**config.mk**
```make
export PLATFORM = sky130hd
export DESIGN_NAME = rej_ntt_sampler
export DESIGN_NICKNAME = d
export VERILOG_FILES = /design/src/rtl/dilithium_pkg.sv /design/src/rtl/rej_byte_buffer.sv /design/src/rtl/rej_ntt_sampler.sv
export SDC_FILE = /design/constraint.sdc
export NUM_CORES = 1
export LEC_CHECK = 0
export CAP_MARGIN = 25
export CORE_AREA = 10 10 164 166
export DETAILED_ROUTE_END_ITERATION = 8
export DIE_AREA = 0 0 174 176
export HOLD_SLACK_MARGIN = 0.02
export MAX_ROUTING_LAYER = met4
export PLACE_DENSITY_LB_ADDON = 0.12
export SYNTH_ARGS = -nofsm -noshare
export SYNTH_HDL_FRONTEND = slang
export SYNTH_SLANG_ARGS = --single-unit
```
**constraint.sdc**
```tcl
create_clock -name clk -period 3.3 [get_ports clk]
set_input_delay 0.495 -clock clk [delete_from_list [all_inputs] [get_ports clk]]
set_output_delay 0.495 -clock clk [all_outputs]
set_load 0.02 [all_outputs]
```
**src/rtl/dilithium_pkg.sv**
```systemverilog
// Shared Dilithium constants, coefficient type and sampler state encoding.
// Candidate assembly lives here so every ExpandA block forms it identically.
package dilithium_pkg;

    localparam int DILITHIUM_N = 256;
    localparam int DILITHIUM_Q = 8380417;
    localparam int COEFF_WIDTH = 24;

    typedef logic [COEFF_WIDTH-1:0] coeff_t;

    typedef enum logic {
        ST_IDLE = 1'b0,
        ST_RUN  = 1'b1
    } samp_state_t;

    // Top bit of the third byte is dropped: candidates are 23 bits.
    function automatic logic [22:0] cand_from_bytes(input logic [7:0] b0,
                                                    input logic [7:0] b1,
                                                    input logic [7:0] b2);
        return {b2[6:0], b1, b0};
    endfunction

endpackage

```
**src/rtl/rej_byte_buffer.sv**
```systemverilog
// Byte shift buffer: push a whole squeeze word behind the residual, pop 3 bytes from the head.
// Latency: pushed bytes visible the next cycle; push and pop are mutually exclusive by construction.
// Backpressure: none internally, the owner gates push on cnt.
module rej_byte_buffer #(
    parameter int IN_BYTES = 8,
    parameter int DEPTH    = IN_BYTES + 2,
    parameter int CNT_W    = $clog2(DEPTH + 1)
) (
    input  logic                  clk,
    input  logic                  rst_n,
    input  logic                  clr,
    input  logic                  push,
    input  logic [IN_BYTES*8-1:0] push_data,
    input  logic                  pop,
    output logic [7:0]            b0,
    output logic [7:0]            b1,
    output logic [7:0]            b2,
    output logic [CNT_W-1:0]      cnt
);

    logic [7:0]       bytes     [DEPTH];
    logic [7:0]       nxt_bytes [DEPTH];
    logic [CNT_W-1:0] nxt_cnt;

    always_comb begin
        nxt_bytes = bytes;
        nxt_cnt   = cnt;
        if (clr) begin
            nxt_cnt = '0;
        end else if (push) begin
            // New bytes land directly behind the residual, byte 0 first.
            for (int k = 0; k < DEPTH; k++) begin
                if ((k >= int'(cnt)) && (k < int'(cnt) + IN_BYTES)) begin
                    nxt_bytes[k] = push_data[8*(k-int'(cnt)) +: 8];
                end
            end
            nxt_cnt = cnt + CNT_W'(IN_BYTES);
        end else if (pop) begin
            for (int k = 0; k < DEPTH - 3; k++) begin
                nxt_bytes[k] = bytes[k+3];
            end
            nxt_cnt = cnt - CNT_W'(3);
        end
    end

    always_ff @(posedge clk or negedge rst_n) begin
        if (!rst_n) begin
            bytes <= '{default: '0};
            cnt   <= '0;
        end else begin
            bytes <= nxt_bytes;
            cnt   <= nxt_cnt;
        end
    end

    assign b0 = bytes[0];
    assign b1 = bytes[1];
    assign b2 = bytes[2];

endmodule

```
**src/rtl/rej_ntt_sampler.sv**
```systemverilog
// RejNTTPoly sampler: 3-byte candidates from the SHAKE128 stream, keep those below Q, emit N coefficients.
// Latency: word taken at t -> candidate evaluated t+1 -> coeff_valid t+2. Optional counters: REJ_SAMPLER_STATS_EN.
// Backpressure: coeff_ready low freezes the output register and stalls evaluation; in_ready only while cnt<3.
module rej_ntt_sampler
    import dilithium_pkg::*;
#(
    parameter int N            = DILITHIUM_N,
    parameter int COEFF_WIDTH  = dilithium_pkg::COEFF_WIDTH,
    parameter int DATA_IN_BITS = 64,
    parameter int Q            = DILITHIUM_Q
) (
    input  logic                    clk,
    input  logic                    rst_n,
    input  logic                    start,
    input  logic [DATA_IN_BITS-1:0] in_data,
    input  logic                    in_valid,
    output logic                    in_ready,
    output logic [COEFF_WIDTH-1:0]  coeff_data,
    output logic [$clog2(N)-1:0]    coeff_idx,
    output logic                    coeff_valid,
    input  logic                    coeff_ready,
    output logic                    busy,
`ifdef REJ_SAMPLER_STATS_EN
    output logic [15:0]             rej_cnt,
    output logic [15:0]             words_used,
`endif
    output logic                    done
);

    localparam int                 IN_BYTES  = DATA_IN_BITS / 8;
    localparam int                 BUF_DEPTH = IN_BYTES + 2;
    localparam int                 BUF_CNT_W = $clog2(BUF_DEPTH + 1);
    localparam int                 IDX_W     = $clog2(N);
    localparam logic [IDX_W-1:0]   LAST_IDX  = IDX_W'(N - 1);
    localparam logic [22:0]        Q_L       = 23'(Q);

    samp_state_t          state;
    logic [IDX_W-1:0]     acc;
    logic                 final_pending;

    logic [7:0]           b0, b1, b2;
    logic [BUF_CNT_W-1:0] buf_cnt;
    logic [22:0]          cand;
    logic                 cand_lt_q;
    logic                 clr, push, eval, accept, out_free;

    assign clr       = start && (state == ST_IDLE);
    assign in_ready  = (state == ST_RUN) && (buf_cnt < BUF_CNT_W'(3)) && !final_pending;
    assign push      = in_valid && in_ready;
    assign out_free  = !coeff_valid || coeff_ready;
    assign eval      = (state == ST_RUN) && !final_pending &&
                       (buf_cnt >= BUF_CNT_W'(3)) && out_free;
    assign cand      = cand_from_bytes(b0, b1, b2);
    assign cand_lt_q = cand < Q_L;
    assign accept    = eval && cand_lt_q;
    assign busy      = (state == ST_RUN);

    rej_byte_buffer #(
        .IN_BYTES (IN_BYTES),
        .DEPTH    (BUF_DEPTH),
        .CNT_W    (BUF_CNT_W)
    ) u_buf (
        .clk       (clk),
        .rst_n     (rst_n),
        .clr       (clr),
        .push      (push),
        .push_data (in_data),
        .pop       (eval),
        .b0        (b0),
        .b1        (b1),
        .b2        (b2),
        .cnt       (buf_cnt)
    );

    always_ff @(posedge clk or negedge rst_n) begin
        if (!rst_n) begin
            state         <= ST_IDLE;
            acc           <= '0;
            final_pending <= 1'b0;
            coeff_valid   <= 1'b0;
            coeff_data    <= '0;
            coeff_idx     <= '0;
            done          <= 1'b0;
        end else begin
            done <= 1'b0;
            case (state)
                ST_IDLE: begin
                    if (start) begin
                        state         <= ST_RUN;
                        acc           <= '0;
                        final_pending <= 1'b0;
                    end
                end
                ST_RUN: begin
                    if (coeff_valid && coeff_ready) begin
                        coeff_valid <= 1'b0;
                    end
                    if (accept) begin
                        coeff_data  <= COEFF_WIDTH'(cand);
                        coeff_idx   <= acc;
                        coeff_valid <= 1'b1;
                        // acc parks at N-1; final_pending marks the last load instead of a wrap.
                        if (acc == LAST_IDX) begin
                            final_pending <= 1'b1;
                        end else begin
                            acc <= acc + 1'b1;
                        end
                    end
                    if (final_pending && coeff_valid && coeff_ready) begin
                        state <= ST_IDLE;
                        done  <= 1'b1;
                    end
                end
                default: state <= ST_IDLE;
            endcase
        end
    end

`ifdef REJ_SAMPLER_STATS_EN
    always_ff @(posedge clk or negedge rst_n) begin
        if (!rst_n) begin
            rej_cnt    <= '0;
            words_used <= '0;
        end else if (clr) begin
            rej_cnt    <= '0;
            words_used <= '0;
        end else begin
            if (eval && !cand_lt_q && (rej_cnt != 16'hFFFF)) begin
                rej_cnt <= rej_cnt + 16'd1;
            end
            if (push) begin
                words_used <= words_used + 16'd1;
            end
        end
    end
`endif

endmodule

```
Word level (Yosys, flattened, before mapping)
Cells that the tools add are included.

Latch bits: 0. Bits of input ports: 69. Logic and storage cells: 147. ROM bits: 0. Output and inout bits: 36. Register bits: 126. Memories: 0. Memory bits (writable): 0.

Add/sub/neg operators: 14. Divide/modulo/power cells: 0. Magnitude comparators: 23. Multipliers: 0. Shifts and indexed selects: 10. Eq/ne operators: 12. Multiplexer cells: 27. Reductions and logical operators: 41. Bitwise logic cells: 2.

Operator list (number): 64-bit by 32-bit variable part select with 8-bit output (10); 4-bit by 32-bit less-than comparator with 1-bit output (first input constant) (4); 56-bit two-way mux (2); 8-bit two-way mux (10); 3-bit by 32-bit less-than comparator with 1-bit output (first input constant) (2); 5-bit by 32-bit less-than comparator with 1-bit output (first input constant) (2); 3-bit AND reduction (12); 23-bit less-than comparator (second input constant) (1); 1-bit logical AND (21); 3-bit by 4-bit subtractor with 5-bit output (first input constant) (4); 2-bit by 1-bit != test with 1-bit output (second input constant) (9); 3-bit by 4-bit >= comparator with 1-bit output (first input constant) (4); 8-bit one-hot mux with 2 select lines (1); 4-bit two-way mux (3); 1-bit by 5-bit less-than comparator with 1-bit output (first input constant) (2); 1-bit by 4-bit subtractor with 5-bit output (first input constant) (2); 2-bit by 4-bit subtractor with 5-bit output (first input constant) (2); 4-bit by 4-bit subtractor with 5-bit output (first input constant) (2); 1-bit two-way mux (9); 8-bit by 1-bit adder with 8-bit output (second input constant) (1); 8-bit == test (second input constant) (1); 1-bit by 4-bit >= comparator with 1-bit output (first input constant) (2); 2-bit by 4-bit >= comparator with 1-bit output (first input constant) (2); 4-bit >= comparator (first input constant) (2); other kinds (13) (19).

Logic depth before layout (Yosys ltp)
Word-level depth: 7. Gate-level depth with buffers: 13. Mapped depth without buffers: 9.

By module
Synthesis repeated with hierarchy kept, for this count alone.

Cells, all modules: 777. Area total of the unflattened synthesis: 8813.5 µm².

By module, submodules not included: rej_byte_buffer (area an instance 6966.7 µm², instances 1, cells an instance 631); rej_ntt_sampler (area an instance 1846.8 µm², instances 1, cells an instance 146).

Worst setup path before layout
OpenSTA, ideal clock, no wires.

Path kind: flip-flop to flip-flop. Start: reg u_buf.cnt[2]. End: reg u_buf.bytes[0] (netlist bit). Period minus slack after synthesis: 3.420 ns. Setup slack: -0.120 ns. Data required time: 3.223 ns. Data arrival time: 3.343 ns. Cell stages (with the launch flop): 14. Library setup time: 0.077 ns. Buffers on the path: 6. Path through: dfrtp_1 > clkbuf_1 > clkbuf_1 > clkinv_1 > clkbuf_1 > ha_1 > a21bo_1 > or2_1 > buf_6 > a311o_1 > buf_2 > or3b_1 > buf_2 > o21ai_1.

Word-level cells in the longest chain between the ends: 5. Elaborated cells on any way between the ends: 11.

RTL lines: start: declaration (RTL line rej_byte_buffer.sv:18) `output logic [CNT_W-1:0] cnt`; start signal: assignment (RTL line rej_byte_buffer.sv:52) `cnt <= nxt_cnt;`; branches (longest 5 deep; another with 5-bit by 32-bit less-than comparator with 1-bit output); end signal: assignment (RTL line rej_byte_buffer.sv:51) `bytes <= nxt_bytes;`; end: declaration (RTL line rej_byte_buffer.sv:21) `logic [7:0] bytes [DEPTH];`.

Several ways; the timed one is not identified. A chain may end at the register's enable or synchronous reset.

Final worst setup path
Start: reg u_buf.cnt[0]. End: reg u_buf.bytes (netlist bit u_buf.b0[2]).

Word-level cells in the longest chain between the ends: 6. Elaborated cells on any way between the ends: 18.

RTL lines: branches (longest 6 deep; another with 1-bit by 4-bit subtractor with 5-bit output).

Several ways; the timed one is not identified. The select of a mux whose other input is x is not followed.

==> results.rst <==
.. list-table::
   :header-rows: 1

   * - Metric
     - Value
   * - Post-route DRC
     - 0
   * - Final standard cell utilization of the core
     - 43.1%
   * - Maximum ir drop on the vdd rail
     - 0.480 mV
   * - Most common library cells after synthesis
     - nand2_1 (145), dfrtp_1 (124), mux4_2 (68)
   * - Number of post-CTS setup repair buffers
     - 0
   * - Half-perimeter wire length of the detailed placement result
     - 19500 um
   * - Largest net degree at the start of global routing
     - 76
   * - Critical path fanouts, max
     - 22
   * - H-tree depth reported by CTS
     - 4
   * - Proportion of layout cells with a drive suffix above 1
     - 19.1%
   * - Via count
     - 6686
   * - Number of nets in the layout
     - 972
   * - Top cells by area, synth
     - dfrtp_1 (38%), mux4_2 (19%), nand2_1 (6.7%)
   * - Top cell type by total area after synthesis
     - dfrtp_1
   * - Critical path data required time
     - 3.59 ns
   * - Area growth syn-to-layout
     - 25.5%
   * - Wire length of the first global-routing pass
     - 39700 um
   * - Post-synth design cell area
     - 0.00818 mm^2
   * - Number of gates resized after cts
     - 0
   * - Post-route worst hold slack
     - 0.130 ns
   * - Aggregate global routing overflow
     - 0
   * - Layout fillers
     - 2275
   * - Antenna diode count
     - 0
   * - WP data arrival
     - 3.01 ns
   * - Top-Level Pins
     - 105
   * - Detailed router's first-iteration violation count
     - 436
   * - Starting utilization of the core area
     - 34.4%
   * - Worst-case register-to-register setup slack
     - 0.58 ns
   * - Minimum clock period after layout
     - 2.72 ns
   * - Routability congestion estimate from global placement
     - 0.868
   * - Nets in the synthesized netlist
     - 870
   * - Number of detailed-routing iterations run before antenna repair
     - 6
   * - Final hold violation count
     - 0
   * - Placement Rows
     - 57
   * - Total Routing Usage GR
     - 16.9%
   * - Overall die area
     - 0.0306 mm^2
   * - Master cell of the clock root buffer
     - clkbuf_16
   * - Leading cell type by number of instances after synthesis
     - nand2_1
   * - Count of port buffers added during placement
     - 103
   * - Category of the critical setup timing path
     - reg2reg
   * - Clock insertion delay at the later pin of the skew report
     - 0.41 ns
   * - RSZ-0062 raised after global routing
     - false
   * - CTS Buffer Depth
     - 2
   * - Post-synth top area share
     - 37.9%
   * - Flip-flop cell with the highest count after synthesis
     - dfrtp_1
   * - Final period utilization
     - 82.4%
   * - Mean number of vias per cell
     - 5.48
   * - Kind of capture point of the worst setup path
     - register
   * - Number of synthesized register bits
     - 124
   * - Worst clock skew
     - 0.00930 ns
   * - Transition time at the pin with the least slew margin
     - 0.705 ns
   * - Final ANT Viol Nets
     - 0
   * - Die extent in x
     - 174 um
   * - Number of buffers created by CTS
     - 17
   * - Total power density per cell area
     - 1170 mW/mm^2
   * - Relative slew slack
     - 53.0%
   * - Clock tree from TritonCTS
     - built
   * - Category of the worst setup path launch point
     - register
   * - Mean routed wirelength per cell
     - 20.6 um
   * - Proportion of register bits with asynchronous set or reset after synthesis
     - 100%
   * - Detailed Route WL
     - 25100 um
   * - CTS sink count
     - 124
   * - Total core area
     - 0.0238 mm^2
   * - Gate count after technology mapping
     - 782
   * - Number of enable flip-flop cells after synthesis
     - 0
   * - CTS Hold Buffers Added
     - 0
   * - Yosys warnings
     - 0
   * - Worst min-delay path class
     - in2async
   * - Max_cap viols
     - 0
   * - Upper clock frequency limit
     - 368 MHz
   * - Run status
     - complete, no violations
   * - Die height
     - 176 um
   * - Number of endpoints failing setup at the final stage
     - 0
   * - Share of the yosys chip area belonging to registers
     - 37.9%
   * - Mapped Avg Cell Area
     - 10.5 um^2
   * - Setup TNS
     - 0 ns
   * - Leak pwr
     - 4.26 nW
   * - Antenna violations before repair
     - 0
   * - Via count of the first global-routing pass
     - 6787
   * - Area after DPL
     - 0.00969 mm^2
   * - Number of pins with negative max-slew slack in the final report
     - 0
   * - Clock transition time at the flip-flop clock pins of the worst setup and hold paths
     - 0.06 ns
   * - Unique cell type count in the Yosys netlist
     - 57
   * - Final Cell Area
     - 0.0103 mm^2
   * - Total power
     - 12.0 mW
-- layout by cell type, fill, tap and decap left out, types with 3 or more instances in the layout --
master	netlist	final
clkinvlp_4	0	4
clkdlybuf4s50_1	0	102
a21oi_1	57	57
o21ai_1	11	11
a22oi_1	18	18
nand2_1	145	145
and3_1	3	3
clkbuf_16	0	17
mux4_2	68	68
nor3_1	5	5
inv_1	6	6
clkinv_1	3	3
o21ai_0	19	19
a31oi_1	10	10
a2bb2oi_1	22	22
xnor2_1	4	4
o22a_1	14	14
nand3_1	6	6
nand4_1	7	7
o31ai_1	5	5
ha_1	19	19
dfrtp_1	124	123
nor2_1	59	59
buf_4	1	35
mux2_2	31	31
mux2i_1	41	41
nand2b_1	9	9
buf_12	0	3
-- through the flow --
stage                     instances  setup slack (ns)
after floorplan                 782           0.00472
after global placement         1189             0.590
after detailed placement       1189             0.533
after CTS                      1219             0.622
after global routing           1219             0.459
final                          1219             0.581
-- kinds of logic (layout without fill, tap and decap cells) --
group,after synthesis,after routing,share of synthesized area [%]
compound gates,177,177,14.2
xor+xnor,6,6,0.642
fa+ha+maj,19,19,2.90
buf+inv,66,179,3.47
flops,124,124,37.9
mux,140,140,28.0
other cells,1,1,0.0458
simple gates,249,249,12.8
-- power by group --
| group | switching [mW] | internal (mW) | leakage [nW] |
|---|---|---|---|
| combinational | 4.00 | 3.44 | 2.49 |
| clock | 0.677 | 1.14 | 0.270 |
| sequential | 0.488 | 2.26 | 1.50 |
| total | 5.17 | 6.85 | 4.26 |
-- cell type report --
cell class	instances	area [um^2]	area share [%]
multi-input cells	592	4800	46.8
flip-flops and latches	124	3110	30.3
repair buffers	140	1340	13.1
clock buffers	20	457	4.45
well taps	324	405	3.95
clock inverters	10	118	1.15
inverters	9	33.8	0.329
-- flip-flops by register name (all words and copies together), names as in the netlist --
signal	cells
coeff_data	23
acc	8
final_pending	1
coeff_valid	1
u_buf.b2	7
u_buf.bytes	54
u_buf.b0	8
coeff_idx	8
done	1
busy	1
u_buf.b1	8
u_buf.cnt	4
-- metal layers --
metal | track usage [%] | vias up | share of wire (%)
met2 | 24.3 | 222 | 44
met1 | 24.3 | 3325 | 50
met3 | 2.93 | 16 | 4.5
met4 | 4.20 | 0 | 0.98
met5 | - | - | 0
li1 | - | 3123 | -
-- final timing paths --
| kind | from | to | cells after the start |
|---|---|---|---|
| min reg2reg | u_buf.bytes[10] | u_buf.bytes[10] | 2 |
| max | u_buf.cnt[0] | u_buf.b0[2] | 7 |
| min | rst_n | coeff_idx[2] | 1 |
| max in group asynchronous | rst_n | u_buf.bytes[45] | 2 |
| max reg2reg | u_buf.cnt[0] | u_buf.b0[2] | 7 |
| min in group clk | u_buf.bytes[10] | u_buf.bytes[10] | 2 |
-- worst max-delay path, cell delays in order (launching register included) --
cell       delay (ns)
dfrtp_4          0.50
inv_1            0.08
ha_1             0.50
buf_12           0.23
mux4_2           0.54
mux2i_1          0.35
a2bb2oi_1        0.29
a21oi_1          0.10
(Power assumes the default switching activity.)
